==> src/rtl/id_ex_operand_ctrl.sv <==
// ID/EX stage register with MEM/WB operand forwarding and load-use interlock.
// Define ZZ_FWD_WB_EN to enable forwarding from the WB stage; otherwise MEM only.
module id_ex_operand_ctrl (
    input  logic        clk,
    input  logic        rst,
    input  logic        id_valid,
    output logic        id_ready,
    output logic        ex_valid,
    input  logic        ex_ready,
    input  logic [2:0]  id_alu_src,
    input  logic [3:0]  id_rs_a,
    input  logic [3:0]  id_rs_b,
    input  logic [15:0] id_data_a,
    input  logic [15:0] id_data_b,
    input  logic [15:0] id_imm,
    input  logic        id_wb_en,
    input  logic [3:0]  id_wb_reg,
    input  logic        id_is_load,
    input  logic        mem_wb_en,
    input  logic [3:0]  mem_wb_reg,
    input  logic [15:0] mem_wb_data,
    input  logic        wb_wb_en,
    input  logic [3:0]  wb_wb_reg,
    input  logic [15:0] wb_wb_data,
    input  logic        flush,
    output logic [2:0]  ex_alu_src,
    output logic [15:0] ex_data_a,
    output logic [15:0] ex_data_b,
    output logic [15:0] ex_imm,
    output logic        ex_wb_en,
    output logic [3:0]  ex_wb_reg,
    output logic        ex_is_load
);

    typedef enum logic [1:0] {EMPTY, FULL, LU_STALL} state_e;
    typedef enum logic [1:0] {ACT_HOLD, ACT_CAPTURE, ACT_BUBBLE} action_e;

    state_e      state_q, state_d;
    action_e     action;

    logic [2:0]  alu_src_q, alu_src_d;
    logic [15:0] data_a_q, data_a_d;
    logic [15:0] data_b_q, data_b_d;
    logic [15:0] imm_q, imm_d;
    logic        wb_en_q, wb_en_d;
    logic [3:0]  wb_reg_q, wb_reg_d;
    logic        is_load_q, is_load_d;

    logic [2:0]  src_norm;
    logic        a_used, b_used;
    logic        load_use;

    function automatic logic [15:0] fwd_operand(
        input logic [3:0]  idx,
        input logic        used,
        input logic [15:0] rf_data,
        input logic        m_en,
        input logic [3:0]  m_reg,
        input logic [15:0] m_data,
        input logic        w_en,
        input logic [3:0]  w_reg,
        input logic [15:0] w_data
    );
        logic [15:0] r;
        r = rf_data;
        if (used) begin
            if (m_en && m_reg == idx) begin
                r = m_data;
            end
`ifdef ZZ_FWD_WB_EN
            else if (w_en && w_reg == idx) begin
                r = w_data;
            end
`endif
        end
        return r;
    endfunction

`ifndef ZZ_FWD_WB_EN
    // Register file writes through, so the WB stage never needs a bypass.
    logic wb_fwd_unused;
    assign wb_fwd_unused = ^{wb_wb_en, wb_wb_reg, wb_wb_data};
`endif

    always_comb begin
        src_norm = (id_alu_src > 3'd5) ? 3'd0 : id_alu_src;
        a_used   = (src_norm == 3'd1) || (src_norm == 3'd2) ||
                   (src_norm == 3'd3) || (src_norm == 3'd5);
        b_used   = (src_norm == 3'd1) || (src_norm == 3'd5);
        load_use = id_valid && ex_valid && is_load_q && wb_en_q &&
                   ((a_used && id_rs_a == wb_reg_q) ||
                    (b_used && id_rs_b == wb_reg_q));
    end

    always_ff @(posedge clk or negedge rst) begin
        if (!rst) begin
            state_q <= EMPTY;
        end else begin
            state_q <= state_d;
        end
    end

    // Flush outranks backpressure; the interlock only matters once EX can drain.
    always_comb begin
        state_d = state_q;
        action  = ACT_HOLD;
        if (flush) begin
            state_d = EMPTY;
            action  = ACT_BUBBLE;
        end else if (ex_valid && !ex_ready) begin
            state_d = state_q;
            action  = ACT_HOLD;
        end else if (load_use) begin
            state_d = LU_STALL;
            action  = ACT_BUBBLE;
        end else if (id_valid) begin
            state_d = FULL;
            action  = ACT_CAPTURE;
        end else begin
            state_d = EMPTY;
            action  = ACT_BUBBLE;
        end
    end

    always_comb begin
        ex_valid = (state_q == FULL);
        id_ready = !load_use && (ex_ready || !ex_valid);
    end

    always_comb begin
        alu_src_d = alu_src_q;
        data_a_d  = data_a_q;
        data_b_d  = data_b_q;
        imm_d     = imm_q;
        wb_en_d   = wb_en_q;
        wb_reg_d  = wb_reg_q;
        is_load_d = is_load_q;
        case (action)
            ACT_CAPTURE: begin
                alu_src_d = src_norm;
                data_a_d  = fwd_operand(id_rs_a, a_used, id_data_a,
                                        mem_wb_en, mem_wb_reg, mem_wb_data,
                                        wb_wb_en, wb_wb_reg, wb_wb_data);
                data_b_d  = fwd_operand(id_rs_b, b_used, id_data_b,
                                        mem_wb_en, mem_wb_reg, mem_wb_data,
                                        wb_wb_en, wb_wb_reg, wb_wb_data);
                imm_d     = id_imm;
                wb_en_d   = id_wb_en;
                wb_reg_d  = id_wb_reg;
                is_load_d = id_is_load;
            end
            ACT_BUBBLE: begin
                alu_src_d = '0;
                data_a_d  = '0;
                data_b_d  = '0;
                imm_d     = '0;
                wb_en_d   = 1'b0;
                wb_reg_d  = '0;
                is_load_d = 1'b0;
            end
            default: ;
        endcase
    end

    always_ff @(posedge clk or negedge rst) begin
        if (!rst) begin
            alu_src_q <= '0;
            data_a_q  <= '0;
            data_b_q  <= '0;
            imm_q     <= '0;
            wb_en_q   <= 1'b0;
            wb_reg_q  <= '0;
            is_load_q <= 1'b0;
        end else begin
            alu_src_q <= alu_src_d;
            data_a_q  <= data_a_d;
            data_b_q  <= data_b_d;
            imm_q     <= imm_d;
            wb_en_q   <= wb_en_d;
            wb_reg_q  <= wb_reg_d;
            is_load_q <= is_load_d;
        end
    end

    assign ex_alu_src = alu_src_q;
    assign ex_data_a  = data_a_q;
    assign ex_data_b  = data_b_q;
    assign ex_imm     = imm_q;
    assign ex_wb_en   = wb_en_q;
    assign ex_wb_reg  = wb_reg_q;
    assign ex_is_load = is_load_q;

endmodule
==> config.mk <==
export PLATFORM = sky130hd
export DESIGN_NAME = id_ex_operand_ctrl
export DESIGN_NICKNAME = d
export VERILOG_FILES = /design/src/rtl/id_ex_operand_ctrl.sv
export SDC_FILE = /design/constraint.sdc
export NUM_CORES = 1
export LEC_CHECK = 0
export CORE_ASPECT_RATIO = 1.5
export CORE_MARGIN = 2
export CORE_UTILIZATION = 37
export CTS_BUF_LIST = sky130_fd_sc_hd__clkbuf_4
export DETAILED_ROUTE_END_ITERATION = 8
export PLACE_DENSITY = 0.83
export SLEW_MARGIN = 30
export SYNTH_ARGS = -nofsm -noshare
export SYNTH_HDL_FRONTEND = slang
export SYNTH_SLANG_ARGS = --single-unit
==> constraint.sdc <==
create_clock -name clk -period 2.75 [get_ports clk]
set_input_delay 0.275 -clock clk [delete_from_list [all_inputs] [get_ports clk]]
set_output_delay 0.275 -clock clk [all_outputs]
set_load 0.02 [all_outputs]
==> flow_summary_export.csv <==
group,metric,value,unit
worst_setup_path,crit_chain,"nand2b_4, or2_4, or4_4, a31oi_4, ha_4, buf_12, buf_4, a2111oi_1, a221o_1",
worst_setup_path,slowest_delay,560,ps
worst_setup_path,worstPathMaxFanout,12,
synthesis,synth_mux_area_frac,0,
timing,period_needed,2780,ps
final_layout,layout_commonest_cell,"clkdlybuf4s50_1",
die,rows,42,
timing,worst_pin_slew,646,ps
power_and_ir_drop,total_power,2.74,mW
min_path,min_path_type,"input port to async pin",
final_layout,final_nets,614,
timing,clock_skew,18.6,ps
die,die_height,119,µm
synthesis,ys_seq_area_frac,0.450,
clock_tree,path_clk_slew,120,ps
timing,setup_ws,-32.8,ps
detailed_routing,num_vias,3341,
power_and_ir_drop,vdd_drop_max,0.249,mV
detailed_routing,drtIter0Drc,243,
timing,slew_viol_final,0,
synthesis,synth.top_cells.by_area,"dfrtp_1 45%, a221o_1 9.8%, nand2b_1 4.4%, a2111oi_0 4.3%, or3b_2 4.3%",
clock_tree,cts_buffers,9,
timing,setup_viol,1,
global_routing,grt_start_max_net_pins,60,
clock_tree,cts_buffer_depth,2,
die,core-area,8720,µm²
synthesis,yosys.area_share.simple,0.198,
final_layout,mostFrequentLayoutCells,"148 x clkdlybuf4s50_1, 56 x dfrtp_1, 36 x buf_4",
worst_setup_path,r2r_setup_slack,-30,ps
run,drv_cap,0,
worst_setup_path,worstReg2RegEnd,"ex_data_b[0]",
synthesis,yosysWarnings,0,
timing,fin_crit_sh,1.01,
clock_tree,clock_latency,410,ps
placement,gp_congestion,0.783,
global_routing,gr-total-overflow,0,
die,start_util,0.376,
timing,hold_viol,0,
worst_setup_path,path_class,"flop to flop",
synthesis,syn-num-nets,443,
placement,dp_slack,-594,ps
synthesis,yosysTopAreaCellShare,0.450,
clock_tree,cts_tree,"yes",
timing,rsz0062_at_grt,"true",
power_and_ir_drop,p_per_area,513,nW/µm²
outcome,violations,"setup timing",
placement,post-dp-hpwl,7.69,mm
clock_tree,htreeDepth,3,
synthesis,synth_adder_area_share,0.00382,
worst_setup_path,rr_startpoint,"state_q[1]",
worst_setup_path,cp_slowest_cell,"or4_4",
worst_setup_path,critical-path-top-delay-family,"simple AND/OR/NAND/NOR gates",
synthesis,synth_top_family_by_area,"compound AO/OA/AOI/OAI gates",
detailed_routing,postRouteAntennaNets,0,
detailed_routing,via_per_inst,5.42,
detailed_routing,firstDrtPassIters,4,
clock_tree,cts_root_buffer,"clkbuf_4",
worst_setup_path,required,3110,ps
placement,dp.cells,597,
final_layout,synthToLayoutAreaGrowth,62.8,%
detailed_routing,drt_wl_total,10.3,mm
global_routing,antenna_found_initial,0,
global_routing,grt_pass1_vias,3524,
synthesis,postSynthAreaPerCell,9.94,µm²
final_layout,fin_cells,616,
die,fp.dieW,80.9,µm
synthesis,synth-compound-area-share,0.230,
final_layout,fin_util,0.612,
final_layout,diodes,0,
synthesis,synth-seq-cells,59,
final_layout,drive_gt1_frac,0.178,
global_routing,track_usage,0.216,
die,die_area,9650,µm²
timing,fin_setup_tns,-32.8,ps
global_routing,grt_pass1_wl,16.3,mm
detailed_routing,drc_errors,0,
power_and_ir_drop,p_leak,2.19,nW
die,ios,171,
worst_setup_path,cp-end-kind,"flop",
worst_setup_path,cp-start-kind,"flop",
timing,relSlewSlack,0.569,
synthesis,post_synth_xor_area_fraction,0.0427,
synthesis,yosysTopAreaCell,"dfrtp_1",
clock_tree,cts_num_sinks,59,
worst_setup_path,crit_buf_inv,2,
synthesis,synthCells,330,
synthesis,synthDistinctLibCells,38,
outcome,status,"finished, violations left",
detailed_routing,wl_per_cell,16.7,µm
timing,fmax,359,MHz
placement,io_buffers,149,
worst_setup_path,r2r_cells,9,
worst_setup_path,worstPathArrival,3140,ps
synthesis,syn-cell-area,3280,µm²
cells by family after synthesis:
group,count (synthesis)
flops,59
buf+inv,52
simple gates,105
compound gates,97
xor+xnor,16
fa+ha+maj,1
worst register-to-register path, stage by stage, from the launching register on:
cell	delay, ps
dfrtp_1	380
nand2b_4	140
or2_4	250
or4_4	560
a31oi_4	170
ha_4	260
buf_12	150
buf_4	160
a2111oi_1	480
a221o_1	190
cells in the mapped netlist:
cell,count
a2111o_1,1
a2111oi_0,16
a21oi_1,1
a221o_1,32
a31o_2,1
a31oi_1,17
and2_1,1
and2_4,1
and3_1,2
buf_2,3
buf_4,1
buf_6,6
clkbuf_1,23
dfrtp_1,59
ha_1,1
inv_1,19
nand2_1,30
nand2b_1,23
nand2b_4,1
nand3_1,3
nand3b_1,1
nor2_1,4
nor2b_2,1
nor3_1,1
nor3_2,1
nor3b_1,16
nor4b_1,1
o2111a_2,1
o211ai_1,1
o21ai_0,25
o32ai_1,1
o41ai_1,1
or2_2,1
or3_1,1
or3b_2,16
or4_1,1
xnor2_1,12
xor2_1,4
stage by stage:
stage                     hold WS, ps  cell area [µm²]
after global routing              403             5340
after detailed placement          306             5090
final                             378             5340
after global placement            305             5090
after floorplan                 -20.6             3280
after CTS                         382             5280
where the power goes:
group	internal [mW]	total (mW)	switching, mW
Sequential	0.983	1.06	0.0813
Clock	0.272	0.624	0.353
Combinational	0.560	1.05	0.488
Total	1.81	2.74	0.922
repair_timing:
item	4_1_cts	5_1_grt
pin swaps	3	3
hold endpoints to repair	59	0
hold buffers	1	0
gates resized for setup	10	12
setup buffers	0	1
setup endpoints to repair	26	19
gates cloned	0	1
routing by layer:
layer,track usage,wire length [µm],share of wire
met5,0,0,0
met4,0.0985,316,0.031
met3,0.0470,748,0.073
met2,0.377,5340,0.52
met1,0.245,3890,0.38
cell type report:
class / count / area [µm²]
flip-flops and latches: 59 / 1480
fillers: 741 / 3380
multi-input cells: 219 / 1630
repair buffers: 193 / 1890
inverters: 19 / 71.3
clock inverters: 7 / 68.8
clock buffers: 9 / 67.6
well taps: 110 / 138
worst max-delay path by stage:
| stage | start | endpoint | cells past startpoint |
|---|---|---|---|
| detailed placement | id_valid | ex_data_b[5] | 10 |
| floorplan | ex_wb_en | ex_data_b[0] | 9 |
| global placement | id_valid | ex_data_a[11] | 10 |
| finish | state_q[1] | ex_data_b[0] | 9 |
| global route | state_q[1] | ex_data_b[0] | 9 |
| CTS | state_q[1] | ex_data_a[13] | 9 |
Power figures use the tool's default switching activity.
